`src/rtl/memory_access_pkg.sv`:
```
// memory_access_pkg: shared codes for the memory-access pipeline stage.
// Write-back selector codes, load/store size codes, FSM states and small
// helpers for classifying an access by size and byte offset.
package memory_access_pkg;

  localparam logic [1:0] WB_NORMAL = 2'b00;
  localparam logic [1:0] WB_MEMORY = 2'b01;
  localparam logic [1:0] WB_PC     = 2'b10;
  localparam logic [1:0] WB_HICCUP = 2'b11;

  localparam logic [2:0] MEM_B  = 3'b000;
  localparam logic [2:0] MEM_H  = 3'b001;
  localparam logic [2:0] MEM_W  = 3'b010;
  localparam logic [2:0] MEM_BU = 3'b100;
  localparam logic [2:0] MEM_HU = 3'b101;

  typedef enum logic {
    S_FIRST  = 1'b0,
    S_SECOND = 1'b1
  } state_e;

  // An access crosses a word boundary when a halfword starts in the last
  // byte lane or a word starts anywhere but lane 0.
  function automatic logic spans_two_words(input logic [2:0] funct3,
                                           input logic [1:0] offset);
    return ((funct3[1:0] == 2'b01) && (offset == 2'b11)) ||
           ((funct3[1:0] == 2'b10) && (offset != 2'b00));
  endfunction

  // Byte-enable pattern for an access of the given size at lane 0.
  function automatic logic [3:0] size_strobe(input logic [2:0] funct3);
    case (funct3[1:0])
      2'b00:   return 4'b0001;
      2'b01:   return 4'b0011;
      default: return 4'b1111;
    endcase
  endfunction

endpackage

```
`src/rtl/memory_access_if.sv`:
```
// memory_access_if: request/acknowledge data-memory bus.
// The stage drives the request side (master); the memory answers (slave).
interface memory_access_if;
  logic        req;
  logic        we;
  logic [31:0] addr;
  logic [31:0] wdata;
  logic [3:0]  wstrb;
  logic        ack;
  logic [31:0] rdata;

  modport master (output req, we, addr, wdata, wstrb, input ack, rdata);
  modport slave  (input req, we, addr, wdata, wstrb, output ack, rdata);
endinterface

```
`src/rtl/memory_access_load_align.sv`:
```
// load_align: moves the addressed byte lane of a read word down to bit 0
// and sign- or zero-extends it according to the load size.
module load_align
  import memory_access_pkg::*;
(
  input  logic [31:0] word,
  input  logic [1:0]  offset,
  input  logic [2:0]  funct3,
  output logic [31:0] value
);

  logic [31:0] shifted;

  // Shift the selected lane down, then extend from bit 7/15 or leave as-is
  always_comb begin
    shifted = word >> {offset, 3'b000};
    case (funct3)
      MEM_B:   value = {{24{shifted[7]}}, shifted[7:0]};
      MEM_H:   value = {{16{shifted[15]}}, shifted[15:0]};
      MEM_BU:  value = {24'b0, shifted[7:0]};
      MEM_HU:  value = {16'b0, shifted[15:0]};
      default: value = shifted;
    endcase
  end

endmodule

```
`src/rtl/memory_access.sv`:
```
// memory_access: pipeline stage between execute and write-back.
// Issues loads/stores on the dmem bus, stalls upstream while a transaction
// is outstanding, aligns/extends load data and registers write-back inputs.
// Optional feature macro: MISALIGNED_SPLIT_EN (split word-crossing accesses
// into two aligned transactions; otherwise they raise misaligned_fault).
module memory_access
  import memory_access_pkg::*;
(
  input  logic                   clk,
  input  logic                   rst,
  input  logic [1:0]             write_back_type_input,
  input  logic [31:0]            pc_input,
  input  logic [31:0]            execute_result_input,
  input  logic [31:0]            store_data,
  input  logic [4:0]             write_back_register_input,
  input  logic                   memory_read,
  input  logic                   memory_write,
  input  logic [2:0]             memory_funct3,
  output logic                   stall,
  memory_access_if.master        dmem,
  output logic [1:0]             write_back_type,
  output logic [31:0]            pc,
  output logic [31:0]            execute_result,
  output logic [31:0]            memory_read_output,
  output logic [4:0]             write_back_register_output,
  output logic                   misaligned_fault
);

  logic        mem_op;
  logic        spanning;
  logic        final_ack;
  logic        fault_now;
  logic [1:0]  offset;
  logic [31:0] word_addr;
  logic [31:0] align_word;
  logic [1:0]  align_offset;
  logic [31:0] load_value;

  logic [1:0]  write_back_type_d, write_back_type_q;
  logic [31:0] pc_d, pc_q;
  logic [31:0] execute_result_d, execute_result_q;
  logic [31:0] memory_read_output_d, memory_read_output_q;
  logic [4:0]  write_back_register_d, write_back_register_q;
  logic        misaligned_fault_d, misaligned_fault_q;

  assign mem_op    = memory_read | memory_write;
  assign offset    = execute_result_input[1:0];
  assign word_addr = {execute_result_input[31:2], 2'b00};
  assign spanning  = mem_op && spans_two_words(memory_funct3, offset);

`ifdef MISALIGNED_SPLIT_EN
  state_e      state_d, state_q;
  logic [31:0] first_word_d, first_word_q;
  logic [63:0] wdata_wide;
  logic [7:0]  wstrb_wide;
  logic [63:0] joined;

  assign wdata_wide = {32'b0, store_data} << {offset, 3'b000};
  assign wstrb_wide = {4'b0, size_strobe(memory_funct3)} << offset;

  // Drive the bus and sequence the first/second half of a crossing access
  always_comb begin
    state_d      = state_q;
    first_word_d = first_word_q;
    dmem.req     = 1'b0;
    dmem.we      = 1'b0;
    dmem.addr    = 32'b0;
    dmem.wdata   = 32'b0;
    dmem.wstrb   = 4'b0;
    final_ack    = 1'b0;
    fault_now    = 1'b0;
    joined       = {dmem.rdata, first_word_q} >> {offset, 3'b000};
    align_word   = dmem.rdata;
    align_offset = offset;
    if (!rst && mem_op) begin
      dmem.req = 1'b1;
      dmem.we  = memory_write;
      if (state_q == S_SECOND) begin
        dmem.addr    = word_addr + 32'd4;
        dmem.wdata   = wdata_wide[63:32];
        dmem.wstrb   = memory_write ? wstrb_wide[7:4] : 4'b0;
        align_word   = joined[31:0];
        align_offset = 2'b00;
        if (dmem.ack) begin
          final_ack = 1'b1;
          state_d   = S_FIRST;
        end
      end else begin
        dmem.addr  = word_addr;
        dmem.wdata = wdata_wide[31:0];
        dmem.wstrb = memory_write ? wstrb_wide[3:0] : 4'b0;
        if (dmem.ack) begin
          if (spanning) begin
            first_word_d = dmem.rdata;
            state_d      = S_SECOND;
          end else begin
            final_ack = 1'b1;
          end
        end
      end
    end
  end

  // Split-access state and the captured low word
  always_ff @(posedge clk) begin
    if (rst) begin
      state_q      <= S_FIRST;
      first_word_q <= 32'b0;
    end else begin
      state_q      <= state_d;
      first_word_q <= first_word_d;
    end
  end
`else
  // Drive the bus for aligned accesses; crossing accesses only raise a fault
  always_comb begin
    dmem.req     = 1'b0;
    dmem.we      = 1'b0;
    dmem.addr    = 32'b0;
    dmem.wdata   = 32'b0;
    dmem.wstrb   = 4'b0;
    final_ack    = 1'b0;
    fault_now    = !rst && spanning;
    align_word   = dmem.rdata;
    align_offset = offset;
    if (!rst && mem_op && !spanning) begin
      dmem.req   = 1'b1;
      dmem.we    = memory_write;
      dmem.addr  = word_addr;
      dmem.wdata = store_data << {offset, 3'b000};
      dmem.wstrb = memory_write ? (size_strobe(memory_funct3) << offset) : 4'b0;
      final_ack  = dmem.ack;
    end
  end
`endif

  assign stall = !rst && mem_op && !final_ack && !fault_now;

  load_align u_load_align (
    .word   (align_word),
    .offset (align_offset),
    .funct3 (memory_funct3),
    .value  (load_value)
  );

  // Choose what the write-back registers take: result, bubble or fault
  always_comb begin
    write_back_type_d     = write_back_type_q;
    pc_d                  = pc_q;
    execute_result_d      = execute_result_q;
    memory_read_output_d  = memory_read_output_q;
    write_back_register_d = write_back_register_q;
    misaligned_fault_d    = 1'b0;
    if (final_ack || !mem_op) begin
      write_back_type_d     = write_back_type_input;
      pc_d                  = pc_input;
      execute_result_d      = execute_result_input;
      write_back_register_d = write_back_register_input;
      memory_read_output_d  = (memory_read && !memory_write) ? load_value : 32'b0;
    end else if (fault_now) begin
      write_back_type_d     = WB_HICCUP;
      write_back_register_d = 5'b0;
      pc_d                  = pc_input;
      execute_result_d      = execute_result_input;
      memory_read_output_d  = 32'b0;
      misaligned_fault_d    = 1'b1;
    end else begin
      write_back_type_d     = WB_HICCUP;
      write_back_register_d = 5'b0;
    end
  end

  // Write-back stage registers
  always_ff @(posedge clk) begin
    if (rst) begin
      write_back_type_q     <= WB_HICCUP;
      pc_q                  <= 32'b0;
      execute_result_q      <= 32'b0;
      memory_read_output_q  <= 32'b0;
      write_back_register_q <= 5'b0;
      misaligned_fault_q    <= 1'b0;
    end else begin
      write_back_type_q     <= write_back_type_d;
      pc_q                  <= pc_d;
      execute_result_q      <= execute_result_d;
      memory_read_output_q  <= memory_read_output_d;
      write_back_register_q <= write_back_register_d;
      misaligned_fault_q    <= misaligned_fault_d;
    end
  end

  assign write_back_type            = write_back_type_q;
  assign pc                         = pc_q;
  assign execute_result             = execute_result_q;
  assign memory_read_output         = memory_read_output_q;
  assign write_back_register_output = write_back_register_q;
  assign misaligned_fault           = misaligned_fault_q;

endmodule
```
`src/flat_wrapper.sv`:
```
// flat-port wrapper written by rule: the top's interface ports become plain ports
module memory_access_flat import memory_access_pkg::*;
  (clk, rst, write_back_type_input, pc_input, execute_result_input, store_data, write_back_register_input, memory_read, memory_write, memory_funct3, stall, write_back_type, pc, execute_result, memory_read_output, write_back_register_output, misaligned_fault, dmem_req, dmem_we, dmem_addr, dmem_wdata, dmem_wstrb, dmem_ack, dmem_rdata);
  memory_access_if dmem_i ();
  input  logic clk;
  input  logic rst;
  input  logic [1:0] write_back_type_input;
  input  logic [31:0] pc_input;
  input  logic [31:0] execute_result_input;
  input  logic [31:0] store_data;
  input  logic [4:0] write_back_register_input;
  input  logic memory_read;
  input  logic memory_write;
  input  logic [2:0] memory_funct3;
  output logic stall;
  output logic [1:0] write_back_type;
  output logic [31:0] pc;
  output logic [31:0] execute_result;
  output logic [31:0] memory_read_output;
  output logic [4:0] write_back_register_output;
  output logic misaligned_fault;
  output wire logic [$bits(dmem_i.req)-1:0] dmem_req;
  output wire logic [$bits(dmem_i.we)-1:0] dmem_we;
  output wire logic [$bits(dmem_i.addr)-1:0] dmem_addr;
  output wire logic [$bits(dmem_i.wdata)-1:0] dmem_wdata;
  output wire logic [$bits(dmem_i.wstrb)-1:0] dmem_wstrb;
  input wire logic [$bits(dmem_i.ack)-1:0] dmem_ack;
  input wire logic [$bits(dmem_i.rdata)-1:0] dmem_rdata;
  assign dmem_req = dmem_i.req;
  assign dmem_we = dmem_i.we;
  assign dmem_addr = dmem_i.addr;
  assign dmem_wdata = dmem_i.wdata;
  assign dmem_wstrb = dmem_i.wstrb;
  assign dmem_i.ack = dmem_ack;
  assign dmem_i.rdata = dmem_rdata;
  memory_access u_core (.clk(clk), .rst(rst), .write_back_type_input(write_back_type_input), .pc_input(pc_input), .execute_result_input(execute_result_input), .store_data(store_data), .write_back_register_input(write_back_register_input), .memory_read(memory_read), .memory_write(memory_write), .memory_funct3(memory_funct3), .stall(stall), .dmem(dmem_i), .write_back_type(write_back_type), .pc(pc), .execute_result(execute_result), .memory_read_output(memory_read_output), .write_back_register_output(write_back_register_output), .misaligned_fault(misaligned_fault));
endmodule
```
`config.mk`:
```
export PLATFORM = sky130hd
export DESIGN_NAME = memory_access_flat
export DESIGN_NICKNAME = d
export VERILOG_FILES = /design/src/rtl/memory_access_pkg.sv /design/src/rtl/memory_access_if.sv /design/src/rtl/memory_access_load_align.sv /design/src/rtl/memory_access.sv /design/src/flat_wrapper.sv
export SDC_FILE = /design/constraint.sdc
export NUM_CORES = 1
export LEC_CHECK = 0
export BUFFER_PORTS_ARGS = -buffer_cell sky130_fd_sc_hd__buf_2
export CAP_MARGIN = 20
export CORE_MARGIN = 4
export CORE_UTILIZATION = 38
export CTS_BUF_LIST = sky130_fd_sc_hd__clkbuf_4 sky130_fd_sc_hd__clkbuf_8
export DETAILED_ROUTE_END_ITERATION = 8
export PLACE_DENSITY_LB_ADDON = 0.25
export SYNTH_ARGS = -nofsm -noshare
export SYNTH_HDL_FRONTEND = slang
export SYNTH_SLANG_ARGS = --single-unit
```
`constraint.sdc`:
```
create_clock -name clk -period 1.9 [get_ports clk]
set_input_delay 0.095 -clock clk [delete_from_list [all_inputs] [get_ports clk]]
set_output_delay 0.095 -clock clk [all_outputs]
set_load 0.05 [all_outputs]
```
# == Word level (Yosys, flattened, before mapping) ==
# Cells that the tools add are included.
# W data, S select, Z words.
# totals
ff_bits,104
inputBits,143
# classes
eq_ne,6
shifts,3
mux,18
bitwise,2
n_reduce_logical,23
# op_table
operator,n
$mux W32,9
$pmux W32 S4,1
$shl A32 B5 Y32,1
$shr A32 B5 Y32,1
$mux W4,3
$logic_and A1 B1 Y1,9
$pmux W4 S2,1
$eq A3 B3 Y1 const B,2
$logic_not A1 Y1,6
$eq A2 B2 Y1 const B,2
$mux W1,4
$reduce_bool A2 Y1,2
$reduce_or A2 Y1,2
$shl A4 B2 Y4,1
$eq A3 B1 Y1 const B,1
$logic_not A3 Y1,1
$eq A2 B1 Y1 const B,1
$logic_not A2 Y1,1
$logic_or A1 B1 Y1,2
$not A1 Y1,1
$or A1 B1 Y1,1

# == Logic depth before layout (Yosys ltp) ==
# Gate-level depths: netlist of the first run.
# depth
ltp_word,10
mapped_depth,7

# == By module ==
# A second synthesis of the first run with hierarchy kept.
# hier_totals
hier_cells,669
hier_area_um2,5973.2
# modules_own_cells
module,n_inst,cells_each,area_per_inst_um2,seq_area_each_um2
memory_access,1,562,5278.8,2082.0
load_align,1,107,694.4,0.0

# == Worst setup path after synthesis of the first run ==
# Ideal clock, no wire load.
# synth_timing
path_kind,in2out
startpoint,input port memory_funct3[1]
endpoint,output port dmem_wstrb[0]
t_arrival_ns,2.478
required_ns,1.805
slack_ns,-0.673
path_stages,6
path_cell_list,buf_4 > nand3b_1 > nand4_2 > inv_1 > and2_1 > nor3b_1
# synth_via
elab_chain_len,7
elab_cells_between_ends,14
classes_between,eq/ne (2); shift (1); mux (4); reduce/logical (7)
# synth_rtl
element,line_no,source
start: declaration,flat_wrapper.sv:14,input logic [2:0] memory_funct3;
branches (longest 6 deep; another with $pmux W4 S2),-,
$mux W4 (*),memory_access.sv:126,if (!rst && mem_op && !spanning) begin
end: declaration,flat_wrapper.sv:26,output wire logic [$bits(dmem_i.wstrb)-1:0] dmem_wstrb;
# Mark *: on every way between the ends. The select of a mux whose other input is x is not followed.

# == Worst setup path in the final report of the first run ==
# layout_timing
startpoint,input port memory_funct3[1]
endpoint,register u_core.execute_result_q[20] (netlist: u_core.execute_result[20])
# layout_via
elab_chain_len,9
elab_cells_between_ends,13
classes_between,eq/ne (2); mux (2); reduce/logical (9)
# layout_rtl
element,line_no,source
$eq A2 B1 Y1 or $eq A2 B2 Y1 (tied branches),"memory_access_pkg.sv:26, memory_access_pkg.sv:27",
$logic_and A1 B1 Y1 (on tied branches),"memory_access_pkg.sv:26, memory_access_pkg.sv:27",
$logic_or A1 B1 Y1 (*),memory_access_pkg.sv:26,return ((funct3[1:0] == 2'b01) && (offset == 2'b11)) ||
$logic_and A1 B1 Y1 (*),memory_access.sv:49,"assign spanning = mem_op && spans_two_words(memory_funct3, offset);"
$logic_not A1 Y1,memory_access.sv:126,
$logic_and A1 B1 Y1,memory_access.sv:126,
$mux W1,memory_access.sv:126,
$logic_or A1 B1 Y1,memory_access.sv:154,if (final_ack || !mem_op) begin
$mux W32 or $reduce_bool A2 Y1 (tied branches),-,
end signal: assignment,memory_access.sv:185,execute_result_q <= execute_result_d;
end: declaration,memory_access.sv:41,"logic [31:0] execute_result_d, execute_result_q;"
# Mark *: on every way between the ends. The rest lies on a longest branch, timed or not.
# A chain may end at the register's enable or synchronous reset.

==> results of run 1 <==
per-stage QoR:
| stage | setup TNS (ps) | worst slack (ps) |
|---|---|---|
| 3_3_place_gp | 0 | 107 |
| 5_1_grt | 0 | 3.21 |
| 4_1_cts | 0 | 204 |
| 6_report | 0 | 177 |
| 3_5_place_dp | 0 | 109 |
| 2_1_floorplan | -2210 | -267 |
synth_stat cells, types with 2 or more instances:
cell type,instances
a211o_1,15
a211oi_1,16
a21oi_1,83
a221o_1,8
a22o_1,8
a32o_1,2
a32oi_1,5
and2_1,44
and4_1,2
buf_2,14
buf_4,3
buf_6,4
clkbuf_1,30
dfxtp_1,104
mux2i_1,31
nand2_1,139
nand2b_1,4
nand4b_1,2
nor2_1,45
nor2b_1,17
nor3_1,3
o21ai_0,9
o21ba_2,2
or3_1,2
power by group through the flow:
stage                     registers [uW]  clock network [uW]  logic, uW
after detailed placement            2390                   0       1620
after global placement              2390                   0       1620
final                               2350                1580       1760
after floorplan                     2790                   0        740
after CTS                           2340                1630       1750
after global routing                2360                1690       1870
worst max-delay path, cell delays in order:
cell	delay (ps)
buf_2	200
nand4b_1	270
and4_2	310
buf_4	370
nand2_1	100
a21oi_1	120
dlygate4sd3_1	570
flip-flops by register name (all words and copies together) (netlist names):
register	flops
u_core.pc	32
u_core.write_back_type	2
u_core.write_back_register_output	5
u_core.memory_read_output	32
u_core.misaligned_fault	1
u_core.execute_result	32
area by class of cell:
class | instances | area [um^2] | share of cell area, %
Multi-Input combinational cell | 460 | 2630 | 34.2
Timing Repair Buffer | 415 | 2550 | 33.0
Sequential cell | 104 | 2080 | 27.0
Tap cell | 172 | 215 | 2.79
Clock buffer | 11 | 139 | 1.80
Clock inverter | 5 | 88.8 | 1.15
Inverter | 1 | 3.75 | 0.0487
how the worst min path moves through the flow:
stage / startpoint / endpoint / slack (ps) / cells past startpoint
finish: dmem_rdata[17] / u_core.memory_read_output[17]$_SDFFE_PP0P_ / 80 / 4
global route: dmem_rdata[17] / u_core.memory_read_output[9]$_SDFFE_PP0P_ / 90 / 4
CTS: dmem_rdata[17] / u_core.memory_read_output[17]$_SDFFE_PP0P_ / 40 / 4
detailed placement: write_back_type_input[0] / u_core.write_back_type[0]$_SDFF_PP1_ / 290 / 2
global placement: write_back_type_input[1] / u_core.write_back_type[1]$_SDFF_PP1_ / 280 / 2
floorplan: write_back_type_input[0] / u_core.write_back_type[0]$_SDFF_PP1_ / 200 / 1
layer usage:
| layer | share of wire, % | vias up | routed length, um |
|---|---|---|---|
| met1 | 39 | 2623 | 7030 |
| li1 | - | 2849 | - |
| met2 | 49 | 274 | 8740 |
| met3 | 9.5 | 38 | 1710 |
| met5 | 0 | - | 0 |
| met4 | 2.8 | 0 | 511 |
logic make-up after synthesis:
group,after synthesis
other,1
AO/OA/AOI/OAI,157
AND/OR/NAND/NOR,267
multiplexers,33
buffers and inverters,53
XOR/XNOR,1
flip-flops,104
what timing repair did:
action	in CTS	in global routing
setup endpoints to repair	0	0
hold buffers	78	0
endpoints found under the hold margin	77	0
==> flow_summary.ini, run 1 <==
[run_status]
run_status = completed

[worst_setup_path]
crit_path_end = u_core.execute_result[20]$_SDFFE_PP0P_
r2r_end = u_core.execute_result[20]$_SDFFE_PP0P_
startpoint = memory_funct3[1]
critPathKind = in2reg
cp-end-kind = flip-flop
reg2reg_from = u_core.execute_result[20]$_SDFFE_PP0P_
path_max_fanout = 40
r2r_cells = 3
cp-start-kind = primary input
arrival_ps = 2050
critPathRequiredTime_ps = 2220
rrSetupSlack_ps = 750

[placement]
dp_cells = 1074
gp_congestion = 0.832
io_buffer_count = 315
hpwl_um = 12400
place_area_um2 = 6700

[yosys]
synth_compound_area_share_pct = 20.9
synth_xor_xnor_area_share_pct = 0.177
synthCells = 616
synth_top_area_share_pct = 42.0
synth.avg_cell_area_um2 = 8.05
synth_warnings = 0
synth_edf_count = 0
netlist_area_um2 = 4960
async_reset_ff_share_pct = 0
ys_types = 48
synth_area_leaders = dfxtp_1, nand2_1, a21oi_1
ys.flop_type = dfxtp_1
synth_seq_area_share_pct = 42.0
synth_largest_area_cell = dfxtp_1
ys_ff_latch = 104
synth_fa_ha_area_share_pct = 0
synthMuxAreaShare_pct = 6.76
synth-simple-area-share_pct = 24.9
synth_top_family_by_area = simple AND/OR/NAND/NOR gates

[grt]
grt_pass1_wl_um = 27600
grt_pass1_vias = 5506
use_met1_pct = 27.7
grtUsageTotal_pct = 23.1
grt_max_degree = 65
grtUsageMet2_pct = 38.9
grt-ovfl-total = 0
top_usage_layer = met2
antenna_found_initial = 0
grtUsageMet3_pct = 6.36

[sta]
setup_violations = 0
maxSlewViolCount = 0
finalCriticalPeriod_ps = 1720
timing.hold.ws_ps = 76.5
hold_viol_final = 0
fin_skew_ps = 0
clock.fmax_mhz = 580
worst_slew_pin_slew_ps = 1090
rsz0062_at_grt = no
max_slew_margin_pct = 27.0
fin_crit_sh_pct = 90.7

[clocking]
ctsResizeCount = 0
cts-htree-levels = 3
cts.sinks = 104
worstSkewPairLatency_ps = 380
cts_tree = built
clock_path_buffers = 2
cts_setup_buffers = 0
clk_pin_slew_ps = 100
cts_root_buffer = clkbuf_8
cts_buffers = 9

[die]
dieHeight_um = 122
row_count = 41
start_util_pct = 39.0
core_area_um2 = 12700
io_pins = 318
dieArea_um2 = 14900
die_x_um = 122

[power]
p_total_uw = 5680
power_density_nw_per_um2 = 737
p_seq_share_pct = 41.3
switchingPower_uw = 2040
clkPwrFrac_pct = 27.8
switching_share_pct = 35.9
combPwrFrac_pct = 30.9
ir_drop_mv = 0.650
leakage_uw = 0.00399
cellInternalPower_uw = 3640

[finish]
final_util_pct = 60.6
fillCellCount = 1147
nets = 1134
final_common_cell = buf_2
drive_gt1_share_pct = 36.7
layout_common_cells = buf_2, nand2_1, dfxtp_1
instances_no_fill = 1168
antennaDiodeCount = 0
design_area_um2 = 7710
syn_to_final_growth_pct = 55.5

[detailed_routing]
final_antenna_net_count = 0
drtPass1Iterations = 5
vias = 5784
post-route-drc-count = 0
drt_iter0_drc = 349
avgViaCountPerCell = 4.95
routedWlPerCell_um = 15.4
wirelength_um = 18000

[job]
maxCapViolations = 0

[hold_path]
hold_class = in2reg
(Power assumes the default switching activity.)
==> run 2: changes to the inputs <==
==> constraint.sdc (replaced) <==
create_clock -name clk -period 1.9 [get_ports clk]
set_input_delay 0.19 -clock clk [delete_from_list [all_inputs] [get_ports clk]]
set_output_delay 0.19 -clock clk [all_outputs]
set_load 0.05 [all_outputs]
==> run 2 against run 1 <==
Die area unchanged. Clock skew is the same. Total power decreased by 4.4%. Global-route usage shrank 2.1 points. Combinational power fell by 6%. Final cell count fell by 5.7%. Non-clock buffer count shrank 67. Critical path depth is the same. Sequential share of layout area up 2.5 points. Critical path type is now in2out. Largest cell class unchanged. Largest power group unchanged.
==> flow_summary.ini, run 2 (same netlist as run 1, synthesis figures left out) <==
[detailed_routing]
drt_iter0_drc = 346
avgViaCountPerCell = 4.90
vias = 5395
drtPass1Iterations = 5
wirelength_um = 16700
final_antenna_net_count = 0
routedWlPerCell_um = 15.1
post-route-drc-count = 0

[grt]
grtUsageMet3_pct = 7.83
grt_max_degree = 54
grtUsageTotal_pct = 21.0
grt-ovfl-total = 0
grtUsageMet2_pct = 35.5
top_usage_layer = met2
grt_pass1_vias = 5052
antenna_found_initial = 0
use_met1_pct = 25.5
grt_pass1_wl_um = 25200

[worst_setup_path]
crit_family = buffers and inverters
r2r_end = u_core.memory_read_output[30]$_SDFFE_PP0P_
path_max_fanout = 27
cp-start-kind = primary input
crit_chain = buf_2 -> nand3b_2 -> nand4_2 -> buf_4 -> nor2_2 -> buf_12 -> buf_2
critPathKind = in2out
reg2reg_from = u_core.memory_read_output[30]$_SDFFE_PP0P_
r2r_cells = 1
crit_top_cell = buf_2
crit_buf_inv = 4
slowest_stage = buf_2
crit_cells = 7
rrSetupSlack_ps = 1160
arrival_ps = 1540
critPathMaxStageDelay_ps = 280
cp-end-kind = primary output
critPathRequiredTime_ps = 1710

[die]
io_pins = 318
die_x_um = 122
core_area_um2 = 12700
dieArea_um2 = 14900
row_count = 41
start_util_pct = 39.0
dieHeight_um = 122

[power]
leakage_uw = 0.00371
combPwrFrac_pct = 30.4
switching_share_pct = 37.5
ir_drop_mv = 0.665
clkPwrFrac_pct = 26.4
cellInternalPower_uw = 3400
switchingPower_uw = 2030
power_density_nw_per_um2 = 769
p_total_uw = 5430
p_seq_share_pct = 43.1

[run_status]
run_status = completed

[clocking]
cts_setup_buffers = 0
clock_path_buffers = 2
clk_pin_slew_ps = 100
worstSkewPairLatency_ps = 380
cts_tree = built
cts-htree-levels = 3
cts.sinks = 104
cts_buffers = 9
cts_root_buffer = clkbuf_8

[sta]
rsz0062_at_grt = no
fin_skew_ps = 0
clock.fmax_mhz = 578
worst_slew_pin_slew_ps = 713
max_slew_margin_pct = 52.3
finalCriticalPeriod_ps = 1730
timing.hold.ws_ps = 37.6
fin_crit_sh_pct = 91.1
setup_violations = 0
maxSlewViolCount = 0
hold_viol_final = 0

[job]
maxCapViolations = 0

[finish]
syn_to_final_growth_pct = 42.4
final_common_cell = buf_2
drive_gt1_share_pct = 41.8
fillCellCount = 1272
nets = 1067
instances_no_fill = 1101
design_area_um2 = 7060
antennaDiodeCount = 0
layout_common_cells = buf_2, nand2_1, dfxtp_1

[hold_path]
min_from = pc_input[0]
whs_path_depth = 3
hold_class = in2reg
min_to = u_core.pc[0]$_SDFFE_PP0P_

[placement]
gp_congestion = 0.783
io_buffer_count = 315
hpwl_um = 12400
place_area_um2 = 6780
dp_cells = 1077
==> run 2: cell count changes in the layout (fill, tap and decap cells not counted), moves of 2 or more <==
cell,delta
clkbuf_4,-2
and2_2,+9
dlygate4sd3_1,-71
nor2_2,+9
clkinv_2,+2
buf_12,+2
nor2_1,-9
and2_1,-9
==> run 2: power by group through the flow <==
stage                     clock network, uW  registers, uW  logic (uW)
final                                  1440           2340        1650
after global routing                   1560           2360        1770
after CTS                              1470           2340        1660
after detailed placement                  0           2390        1650
after global placement                    0           2390        1640
after floorplan                           0           2790         749
==> run 2: worst max path at each step <==
| stage | start | slack [ps] | endpoint |
|---|---|---|---|
| 2_1_floorplan | execute_result_input[1] | -460 | dmem_wdata[26] |
| 3_3_place_gp | memory_write | 40 | u_core.memory_read_output[29]$_SDFFE_PP0P_ |
| 3_5_place_dp | memory_write | -20 | u_core.memory_read_output[30]$_SDFFE_PP0P_ |
| 4_1_cts | execute_result_input[1] | 120 | dmem_wdata[23] |
| 5_1_grt | execute_result_input[1] | 50 | stall |
| 6_report | execute_result_input[1] | 170 | stall |
==> run 2: timing repair <==
item	in CTS	in global routing
resized for setup	0	1
hold endpoints to repair	6	1
endpoints found under the setup margin	0	3
hold buffers	6	1
==> run 2: final cells by class <==
| type | instances | area [um^2] | area share, % |
|---|---|---|---|
| clock buffer | 9 | 124 | 1.75 |
| timing repair buffer | 348 | 1890 | 26.8 |
| multi-input combinational | 460 | 2670 | 37.8 |
| sequential | 104 | 2080 | 29.5 |
| tap | 172 | 215 | 3.05 |
| inverter | 1 | 3.75 | 0.0531 |
| clock inverter | 7 | 77.6 | 1.10 |
==> run 2: metal layers <==
metal / vias to the layer above / wire length (um)
met5: - / 0
met4: 0 / 220
met3: 19 / 1690
met2: 214 / 8060
met1: 2442 / 6700
li1: 2720 / -
==> run 2: through the flow <==
stage | setup slack (ps) | setup TNS [ps] | util (%)
2_1_floorplan | -457 | -4020 | -
3_3_place_gp | 42.2 | 0 | 53.3
3_5_place_dp | -19.3 | -44.2 | 53.3
4_1_cts | 115 | 0 | 55.4
5_1_grt | 46.0 | 0 | 55.5
6_report | 170 | 0 | 55.5
